--- src/rtl/ex_stage.sv ---
// Execute stage of the 5-stage MIPS pipeline.
// Combinational ALU path plus an iterative 32-step multiply/divide unit
// that owns HI/LO and holds the front of the pipeline while it runs.
module ex_stage (
    input  logic        clk,
    input  logic        rst,
    input  logic [3:0]  ex_ctrl,
    input  logic [4:0]  shamt,
    input  logic [5:0]  funct,
    input  logic [31:0] rd1,
    input  logic [31:0] rd2,
    input  logic [31:0] immed,
    input  logic [4:0]  rt,
    input  logic [4:0]  rd,
    output logic [31:0] alu_result,
    output logic        zero,
    output logic [4:0]  wr_reg,
    output logic        stall,
    output logic [31:0] hi_out,
    output logic [31:0] lo_out
);

    // R-type function codes
    localparam logic [5:0] F_SLL   = 6'h00;
    localparam logic [5:0] F_SRL   = 6'h02;
    localparam logic [5:0] F_SRA   = 6'h03;
    localparam logic [5:0] F_MFHI  = 6'h10;
    localparam logic [5:0] F_MFLO  = 6'h12;
    localparam logic [5:0] F_ADD   = 6'h20;
    localparam logic [5:0] F_ADDU  = 6'h21;
    localparam logic [5:0] F_SUB   = 6'h22;
    localparam logic [5:0] F_SUBU  = 6'h23;
    localparam logic [5:0] F_AND   = 6'h24;
    localparam logic [5:0] F_OR    = 6'h25;
    localparam logic [5:0] F_XOR   = 6'h26;
    localparam logic [5:0] F_NOR   = 6'h27;
    localparam logic [5:0] F_SLT   = 6'h2A;
    localparam logic [5:0] F_SLTU  = 6'h2B;

    typedef enum logic [1:0] {
        MD_IDLE = 2'd0,
        MD_BUSY = 2'd1,
        MD_DONE = 2'd2
    } md_state_t;

    logic        reg_dst;
    logic [1:0]  alu_op;
    logic        alu_src;
    logic [31:0] op_b;
    logic [31:0] sum;
    logic [31:0] diff;
    logic        md_op;

    md_state_t   state_reg, state_next;
    logic [4:0]  count_reg;
    // Mult: {partial product high half, remaining multiplier bits}.
    // Div:  {partial remainder, dividend bits shifting into quotient}.
    logic [63:0] acc_reg;
    logic [31:0] opb_reg;      // multiplicand magnitude or divisor magnitude
    logic        is_div_reg;
    logic        neg_lo_reg;   // negate product / quotient at the end
    logic        neg_hi_reg;   // negate remainder at the end
    logic [31:0] hi_reg, lo_reg;

    // Start-of-operation operand preparation
    logic        op_signed;
    logic        op_is_div;
    logic        a_neg, b_neg;
    logic [31:0] a_mag, b_mag;
    logic        div_zero;
    logic [63:0] start_acc;
    logic [31:0] start_opb;
    logic        start_neg_lo, start_neg_hi;

    // One iteration step
    logic [32:0] mul_sum;
    logic [63:0] mul_next;
    logic [32:0] div_shift;
    logic [33:0] div_diff;
    logic [63:0] div_next;
    logic [63:0] acc_step;
    logic [63:0] prod_fix;
    logic [31:0] res_hi, res_lo;

    assign reg_dst = ex_ctrl[3];
    assign alu_op  = ex_ctrl[2:1];
    assign alu_src = ex_ctrl[0];

    // mult/multu/div/divu are 0x18..0x1B
    assign md_op = (alu_op == 2'b10) && (funct[5:2] == 4'b0110);

    // Operand B select; ori uses the zero-extended low halfword
    always_comb begin
        op_b = alu_src ? immed : rd2;
        if (alu_op == 2'b11) begin
            op_b = {16'b0, immed[15:0]};
        end
    end

    assign sum  = rd1 + op_b;
    assign diff = rd1 - op_b;

    // ALU result decode from ALUOp and funct
    always_comb begin
        alu_result = 32'd0;
        case (alu_op)
            2'b00: alu_result = sum;
            2'b01: alu_result = diff;
            2'b11: alu_result = rd1 | op_b;
            default: begin
                case (funct)
                    F_ADD, F_ADDU: alu_result = sum;
                    F_SUB, F_SUBU: alu_result = diff;
                    F_AND:  alu_result = rd1 & op_b;
                    F_OR:   alu_result = rd1 | op_b;
                    F_XOR:  alu_result = rd1 ^ op_b;
                    F_NOR:  alu_result = ~(rd1 | op_b);
                    F_SLT:  alu_result = ($signed(rd1) < $signed(op_b)) ? 32'd1 : 32'd0;
                    F_SLTU: alu_result = (rd1 < op_b) ? 32'd1 : 32'd0;
                    F_SLL:  alu_result = rd2 << shamt;
                    F_SRL:  alu_result = rd2 >> shamt;
                    F_SRA:  alu_result = 32'($signed(rd2) >>> shamt);
                    F_MFHI: alu_result = hi_reg;
                    F_MFLO: alu_result = lo_reg;
                    default: alu_result = 32'd0;
                endcase
            end
        endcase
    end

    assign zero   = (alu_result == 32'd0);
    assign wr_reg = reg_dst ? rd : rt;
    assign hi_out = hi_reg;
    assign lo_out = lo_reg;

    // Hold the pipeline for the whole occupancy except the final DONE cycle
    assign stall = md_op && (state_reg != MD_DONE) && !rst;

    // Operand magnitudes and result sign bookkeeping captured at start
    always_comb begin
        op_signed    = ~funct[0];
        op_is_div    = funct[1];
        a_neg        = op_signed & rd1[31];
        b_neg        = op_signed & rd2[31];
        a_mag        = a_neg ? (~rd1 + 32'd1) : rd1;
        b_mag        = b_neg ? (~rd2 + 32'd1) : rd2;
        div_zero     = op_is_div && (rd2 == 32'd0);
        start_acc    = 64'd0;
        start_opb    = 32'd0;
        start_neg_lo = 1'b0;
        start_neg_hi = 1'b0;
        if (op_is_div) begin
            // A zero divisor runs the raw dividend through unchanged so the
            // restoring loop naturally yields quotient all-ones, remainder rd1.
            start_acc    = {32'd0, div_zero ? rd1 : a_mag};
            start_opb    = b_mag;
            start_neg_lo = ~div_zero & (a_neg ^ b_neg);
            start_neg_hi = ~div_zero & a_neg;
        end else begin
            start_acc    = {32'd0, b_mag};
            start_opb    = a_mag;
            start_neg_lo = a_neg ^ b_neg;
        end
    end

    // One shift-add or restoring-subtract step, plus final sign correction
    always_comb begin
        mul_sum   = {1'b0, acc_reg[63:32]} + (acc_reg[0] ? {1'b0, opb_reg} : 33'd0);
        mul_next  = {mul_sum, acc_reg[31:1]};
        div_shift = {acc_reg[63:32], acc_reg[31]};
        div_diff  = {1'b0, div_shift} - {2'b0, opb_reg};
        if (div_diff[33]) begin
            div_next = {div_shift[31:0], acc_reg[30:0], 1'b0};
        end else begin
            div_next = {div_diff[31:0], acc_reg[30:0], 1'b1};
        end
        acc_step = is_div_reg ? div_next : mul_next;
        prod_fix = neg_lo_reg ? (~acc_step + 64'd1) : acc_step;
        if (is_div_reg) begin
            res_lo = neg_lo_reg ? (~acc_step[31:0] + 32'd1) : acc_step[31:0];
            res_hi = neg_hi_reg ? (~acc_step[63:32] + 32'd1) : acc_step[63:32];
        end else begin
            res_lo = prod_fix[31:0];
            res_hi = prod_fix[63:32];
        end
    end

    // MD state register
    always_ff @(posedge clk) begin
        if (rst) begin
            state_reg <= MD_IDLE;
        end else begin
            state_reg <= state_next;
        end
    end

    // MD next-state: DONE always returns to IDLE so the same instruction
    // still sitting in EX cannot retrigger
    always_comb begin
        state_next = state_reg;
        case (state_reg)
            MD_IDLE: if (md_op) state_next = MD_BUSY;
            MD_BUSY: if (count_reg == 5'd31) state_next = MD_DONE;
            MD_DONE: state_next = MD_IDLE;
            default: state_next = MD_IDLE;
        endcase
    end

    // MD datapath: latch operands on start, iterate, commit HI/LO on last step
    always_ff @(posedge clk) begin
        if (rst) begin
            count_reg  <= 5'd0;
            acc_reg    <= 64'd0;
            opb_reg    <= 32'd0;
            is_div_reg <= 1'b0;
            neg_lo_reg <= 1'b0;
            neg_hi_reg <= 1'b0;
            hi_reg     <= 32'd0;
            lo_reg     <= 32'd0;
        end else begin
            case (state_reg)
                MD_IDLE: begin
                    if (md_op) begin
                        count_reg  <= 5'd0;
                        acc_reg    <= start_acc;
                        opb_reg    <= start_opb;
                        is_div_reg <= op_is_div;
                        neg_lo_reg <= start_neg_lo;
                        neg_hi_reg <= start_neg_hi;
                    end
                end
                MD_BUSY: begin
                    acc_reg   <= acc_step;
                    count_reg <= count_reg + 5'd1;
                    if (count_reg == 5'd31) begin
                        hi_reg <= res_hi;
                        lo_reg <= res_lo;
                    end
                end
                default: ;
            endcase
        end
    end

endmodule

--- config.mk ---
export PLATFORM = sky130hd
export DESIGN_NAME = ex_stage
export DESIGN_NICKNAME = d
export VERILOG_FILES = /design/src/rtl/ex_stage.sv
export SDC_FILE = /design/constraint.sdc
export NUM_CORES = 1
export LEC_CHECK = 0
export BUFFER_PORTS_ARGS = -buffer_cell sky130_fd_sc_hd__buf_2
export CORE_ASPECT_RATIO = 1.75
export CORE_UTILIZATION = 40
export DETAILED_ROUTE_END_ITERATION = 10
export PLACE_DENSITY = 0.59
export SYNTH_ARGS = -nofsm -noshare
export SYNTH_HDL_FRONTEND = slang
export SYNTH_SLANG_ARGS = --single-unit
--- constraint.sdc ---
create_clock -name clk -period 16.8 [get_ports clk]
set_clock_uncertainty 0.15 [all_clocks]
set_input_delay 0.84 -clock clk [delete_from_list [all_inputs] [get_ports clk]]
set_output_delay 0.84 -clock clk [all_outputs]
set_load 0.005 [all_outputs]
* Word level (Yosys, flattened, before mapping)
Cells that the tools add are included.
** Storage, ports and cells
- Logic and storage cells :: 109
- Register bits after elaboration :: 170
- Input port bits :: 123
- Output and inout bits :: 103
** Operators by class
- Add/sub/neg operators :: 10
- $lt $le $gt $ge :: 2
- Muxes and demuxes :: 29
- Shift operators :: 3
- Bitwise gates (word level) :: 16
- Reduce and logical (&&, ||, !) cells :: 17
- Eq/ne operators :: 23
** Operators by type and width (number)
- 32-bit one-hot mux with 13 select lines :: 1
- 32-bit 2-to-1 mux :: 12
- 64-bit 2-to-1 mux :: 4
- 32-bit NOT :: 5
- 32-bit by 1-bit adder with 32-bit output, second input constant :: 4
- 64-bit one-hot mux with 2 select lines :: 1
- 32-bit one-hot mux with 3 select lines :: 1
- 64-bit by 1-bit adder with 64-bit output, second input constant :: 1
- 32-bit zero test :: 2
- 32-bit less-than comparator :: 2
- 64-bit NOT :: 1
- 6-bit equality test, second input constant :: 10
- 33-bit by 32-bit subtractor with 34-bit output :: 1
- 32-bit by 32-bit adder with 33-bit output :: 1
- 32-bit adder :: 1
- 32-bit AND :: 1
- 32-bit bitwise OR :: 1
- 32-bit by 5-bit left shift with 32-bit output :: 1
- 32-bit by 5-bit >> shifter with 32-bit output :: 1
- 32-bit by 5-bit >>> shifter with 32-bit output :: 1
- 32-bit subtractor :: 1
- 32-bit bitwise XOR :: 1
- 6-bit by 2-bit equality test with 1-bit output, second input constant :: 2
- 6-bit by 5-bit equality test with 1-bit output, second input constant :: 2
- other kinds (21) :: 42

* Logic depth before layout (Yosys ltp)
- Word-level depth :: 7
- Mapped depth :: 23

* Worst setup path after synthesis
Ideal clock, no wire load.
- Kind :: input to output
- Start :: in ex_ctrl[1]
- End :: out zero
- Stages on the path :: 18
- Required time :: 15.810 ns
- Arrival :: 5.726 ns
- Path slack :: 10.084 ns
- Path through :: clkbuf_1 -> buf_1 -> a21oi_1 -> clkbuf_1 -> mux2i_1 -> fa_1 -> nor2b_1 -> o21ai_0 -> a2111oi_0 -> o21ai_0 -> a21oi_1 -> mux2i_1 -> nand4_1 -> a211o_1 -> nor4_1 -> and4_1 -> nand4b_1 -> nor2_1
** On the way
- Word-level cells in the longest chain between the ends :: 7
- Elaborated cells between the ends (all ways) :: 17
- Those cells by class :: 2 x add/sub; 2 x order compare; 2 x eq/ne; 5 x mux; 4 x bitwise; 2 x reduce/logical
** Ends and longest elaborated chain
- start, declared :: RTL line 7 : input logic [3:0] ex_ctrl,
- parallel branches: the longest is 5 deep, another holds 32-bit subtractor
- 32-bit one-hot mux with 3 select lines (*) :: RTL line 106 : case (alu_op)
- named net alu_result[14] :: RTL line 15 : output logic [31:0] alu_result,
- 32-bit zero test (*) :: RTL line 131 : assign zero = (alu_result == 32'd0);
- end, declared :: RTL line 16 : output logic zero,
Mark *: on every way through the listed nets, which the timed path passes.

* Worst setup path in the final report
- Start :: in ex_ctrl[1]
- End :: out zero
** On the way
- Word-level cells in the longest chain between the ends :: 7
- Elaborated cells between the ends (all ways) :: 17
- Those cells by class :: 2 x add/sub; 2 x order compare; 2 x eq/ne; 5 x mux; 4 x bitwise; 2 x reduce/logical
** Ends and longest elaborated chain
- 2-bit equality test :: RTL line 95, 106
- 32-bit 2-to-1 mux :: RTL line 95 : if (alu_op == 2'b11) begin
- 32-bit less-than comparator, or another cell as far along :: RTL line 119 : F_SLTU: alu_result = (rd1 < op_b) ? 32'd1 : 32'd0;
- 1-bit 2-to-1 mux, or another cell as far along :: RTL line 119
- 32-bit one-hot mux with 13 select lines :: RTL line 111 : case (funct)
- 32-bit one-hot mux with 3 select lines (*) :: RTL line 106
- 32-bit zero test (*) :: RTL line 131
Mark *: on every way between the ends. The rest lies on a longest branch, timed or not.

==> impl_metrics.xml <==
<?xml version="1.0" encoding="UTF-8"?>
<metrics>
  <group name="run_status">
    <metric name="status" unit="">finished with violations</metric>
    <metric name="violations" unit="">max-capacitance violations, max-slew violations</metric>
  </group>
  <group name="global_route">
    <metric name="grt.overflow.total" unit="">0</metric>
    <metric name="grt_use_total" unit="%">45.1</metric>
    <metric name="antenna_found_initial" unit="">16</metric>
    <metric name="vias_in_the_first_global_route" unit="">31700</metric>
    <metric name="maximum_number_of_pins_on_one_net_before_global_route_repair" unit="">90</metric>
    <metric name="grt_pass1_wl" unit="um">223000</metric>
  </group>
  <group name="logic_synthesis">
    <metric name="synth-warning-count" unit="">0</metric>
    <metric name="post_synth.cell_area_avg" unit="um2">6.97</metric>
    <metric name="netlist.top_cell.by_area" unit="">sky130_fd_sc_hd__dfxtp_1</metric>
    <metric name="synth-edff-count" unit="">0</metric>
    <metric name="async_flop_share" unit="%">0</metric>
    <metric name="synth.top_cells.by_area" unit="">sky130_fd_sc_hd__dfxtp_1 (13%), sky130_fd_sc_hd__ha_1 (7.7%), sky130_fd_sc_hd__a21oi_1 (6.2%), sky130_fd_sc_hd__nor2_1 (5.7%), sky130_fd_sc_hd__o21ai_0 (5.2%)</metric>
    <metric name="ys_seq_elements" unit="">170</metric>
    <metric name="post-synth-top-area-fraction" unit="%">12.6</metric>
    <metric name="synthesis.nets" unit="">4171</metric>
    <metric name="synth.cell_area" unit="um2">27000</metric>
    <metric name="ys.flop_type" unit="">sky130_fd_sc_hd__dfxtp_1</metric>
    <metric name="yosysUniqueCellTypes" unit="">109</metric>
    <metric name="seq_area_frac_synth" unit="%">12.6</metric>
    <metric name="syn_inst" unit="">3877</metric>
  </group>
  <group name="cells_and_area">
    <metric name="final_nets" unit="">4180</metric>
    <metric name="finish.instance_area" unit="um2">29300</metric>
    <metric name="post_route_cells_drive_above_1_share" unit="%">13.8</metric>
    <metric name="most-common-layout-cells" unit="">sky130_fd_sc_hd__nor2_1 (410), sky130_fd_sc_hd__nand2_1 (371), sky130_fd_sc_hd__a21oi_1 (334)</metric>
    <metric name="area_growth_syn_to_layout" unit="%">8.51</metric>
    <metric name="largest_reg_flops" unit="">64</metric>
    <metric name="post-route-util" unit="%">44.0</metric>
    <metric name="layout.cells.most_common" unit="">sky130_fd_sc_hd__nor2_1</metric>
  </group>
  <group name="die">
    <metric name="io_pins" unit="">226</metric>
    <metric name="die_y" unit="um">346</metric>
    <metric name="fp.dieW" unit="um">198</metric>
    <metric name="fp-row-count" unit="">125</metric>
    <metric name="start_util" unit="%">40.6</metric>
    <metric name="fp.coreArea" unit="um2">66600</metric>
    <metric name="die-area" unit="um2">68600</metric>
  </group>
  <group name="clocking">
    <metric name="htree_levels" unit="">4</metric>
    <metric name="numCtsBuffers" unit="">25</metric>
    <metric name="tritoncts_sinks" unit="">170</metric>
    <metric name="clk_transition_reported_paths" unit="ns">0.06</metric>
    <metric name="clock_insertion_delay_worst_skew" unit="ns">0.52</metric>
    <metric name="max-clock-path-buffers" unit="">3</metric>
    <metric name="postCtsHoldBufs" unit="">0</metric>
    <metric name="cts_tree" unit="">built</metric>
    <metric name="post_cts.repair.setup_buffers" unit="">0</metric>
    <metric name="cts_repair_resize_count" unit="">0</metric>
    <metric name="ctsRootBufferMaster" unit="">sky130_fd_sc_hd__clkbuf_16</metric>
  </group>
  <group name="run">
    <metric name="drv.max_cap_violation_count" unit="">1</metric>
  </group>
  <group name="timing">
    <metric name="totalNegativeSetupSlack" unit="ns">0</metric>
    <metric name="rsz0062_at_grt" unit="">no</metric>
    <metric name="finalCriticalPeriod" unit="ns">7.51</metric>
    <metric name="hold_viol_final" unit="">0</metric>
    <metric name="period_share" unit="%">44.7</metric>
    <metric name="maxClockFrequency" unit="GHz">0.133</metric>
    <metric name="setup_viol" unit="">0</metric>
    <metric name="finalMaxSlewViolations" unit="">2</metric>
    <metric name="tightestPinTransition" unit="ns">1.54</metric>
    <metric name="slew_headroom" unit="%">-2.47</metric>
  </group>
  <group name="drt">
    <metric name="ant_nets" unit="">0</metric>
    <metric name="post_drt_wl_per_cell" unit="um">32.9</metric>
    <metric name="dr.first_iter.drc_count" unit="">2740</metric>
    <metric name="route.final.wire_length" unit="um">157000</metric>
    <metric name="detail_route.first_pass.iterations" unit="">6</metric>
    <metric name="drc_errors" unit="">0</metric>
    <metric name="via_count" unit="">32400</metric>
    <metric name="routed_via_density" unit="">6.77</metric>
  </group>
  <group name="critical_path">
    <metric name="worst-setup-path-type" unit="">input pin to output pin</metric>
    <metric name="critical-path-max-stage-delay" unit="ns">0.63</metric>
    <metric name="worst-endpoint-required" unit="ns">15.81</metric>
    <metric name="startpoint_type" unit="">input pin</metric>
    <metric name="path_cells" unit="">buf_2 &gt; buf_4 &gt; a21oi_2 &gt; buf_4 &gt; mux2i_1 &gt; inv_1 &gt; ha_1 &gt; inv_1 &gt; fa_1 &gt; nor2b_1 &gt; o21ai_0 &gt; a2111oi_0 &gt; buf_4 &gt; o21ai_0 &gt; a21oi_1 &gt; a211oi_1 &gt; mux2i_1 &gt; nand4_1 &gt; nor4_1 &gt; and4_1 &gt; nand4b_1 &gt; nor2_1 &gt; buf_2</metric>
    <metric name="worst_setup_path_end_kind" unit="">output pin</metric>
    <metric name="worst_path_max_delay_cell" unit="">sky130_fd_sc_hd__a21oi_1</metric>
    <metric name="cp_max_fo" unit="">24</metric>
    <metric name="cp.arrival" unit="ns">6.52</metric>
    <metric name="timing.critical_path.mode_cell" unit="">sky130_fd_sc_hd__buf_4</metric>
  </group>
  <group name="power">
    <metric name="vdd_drop_max" unit="mV">0.0561</metric>
    <metric name="ratio_of_total_power_to_cell_area" unit="nW/um2">55.1</metric>
    <metric name="design_power_total" unit="uW">1620</metric>
    <metric name="p_leak" unit="uW">0.0118</metric>
  </group>
  <group name="worst_hold_path">
    <metric name="min-delay-path-class" unit="">flop to flop</metric>
  </group>
  <group name="placement">
    <metric name="portBuffers" unit="">225</metric>
    <metric name="place.gp.congestion" unit="">1.13</metric>
    <metric name="placement.cell_area" unit="um2">28600</metric>
    <metric name="detailed_place_hpwl" unit="um">124000</metric>
  </group>
</metrics>
## where the power goes
group          switching, uW  internal (uW)
Clock                    193            281
Sequential              3.09            405
Combinational            500            234
## Yosys cell counts, types with 30 or more instances
library cell and count:
sky130_fd_sc_hd__and2_1 51, sky130_fd_sc_hd__nand2_1 372, sky130_fd_sc_hd__clkbuf_1 245, sky130_fd_sc_hd__xnor2_1 140
sky130_fd_sc_hd__nor2_1 410, sky130_fd_sc_hd__a21o_1 37, sky130_fd_sc_hd__mux2i_1 117, sky130_fd_sc_hd__mux2_2 82
sky130_fd_sc_hd__inv_1 171, sky130_fd_sc_hd__or3_1 59, sky130_fd_sc_hd__a21oi_1 335, sky130_fd_sc_hd__ha_1 167
sky130_fd_sc_hd__buf_1 32, sky130_fd_sc_hd__dfxtp_1 170, sky130_fd_sc_hd__mux4_2 48, sky130_fd_sc_hd__a31oi_1 65
sky130_fd_sc_hd__o211ai_1 75, sky130_fd_sc_hd__nor3_1 98, sky130_fd_sc_hd__o31ai_1 30, sky130_fd_sc_hd__nand3_1 104
sky130_fd_sc_hd__and3_1 40, sky130_fd_sc_hd__xor2_1 49, sky130_fd_sc_hd__o21ai_0 281, sky130_fd_sc_hd__a211oi_1 99
sky130_fd_sc_hd__nand4_1 37
## kinds of logic (layout without fill, tap and decap cells)
family	after synthesis	after routing	share of synthesized area, %
and+or+nand+nor	1345	1345	23.6
AOI/OAI and AO/OA	1266	1266	30.8
buffers and inverters	488	501	7.04
muxes	247	247	11.8
xor gates and xnor gates	189	189	6.13
adders and majority gates	172	172	8.06
DFF	170	170	12.6
other	0	9	0
## final cells by class
class	count	area, um2
multi-input cells	3219	21800
fillers	7218	37300
clock inverters	4	47.5
well taps	889	1110
flip-flops and latches	170	3410
inverters	177	664
diodes	9	22.5
clock buffers	27	633
repair buffers	293	1650
## routing by layer
layer	GRT usage, %	vias up	share of wire (%)
li1	-	14300	-
met1	42.6	15500	32
met2	77.2	1847	48
met3	9.48	759	7.5
met4	48.4	4	13
met5	0	-	0.020
## critical path, delay by kind of cell
family          cells  cell delay (ns)
compound gates      6             1.84
mux                 2             0.52
simple gates        6             1.57
fa+ha+maj           2             0.42
buf+inv             7             1.27
## per-stage QoR
stage | hold slack (ns) | instances | worst slack, ns
2_1_floorplan | 0.290 | 3877 | 10.08
3_3_place_gp | 0.302 | 4748 | 9.54
3_5_place_dp | 0.310 | 4748 | 9.45
4_1_cts | 0.319 | 4779 | 9.44
5_1_grt | 0.337 | 4779 | 9.17
6_report | 0.315 | 4788 | 9.29
## path summary, 6_finish.rpt
kind | startpoint | endpoint | slack (ns) | cells after the start
hold reg to reg | opb_reg[1] | opb_reg[1] | 0.32 | 2
hold / removal | opb_reg[1] | opb_reg[1] | 0.32 | 2
setup / recovery | ex_ctrl[1] | zero | 9.29 | 23
setup reg to reg | opb_reg[23] | hi_out[20] | 10.28 | 15
Power figures use the tool's default switching activity.
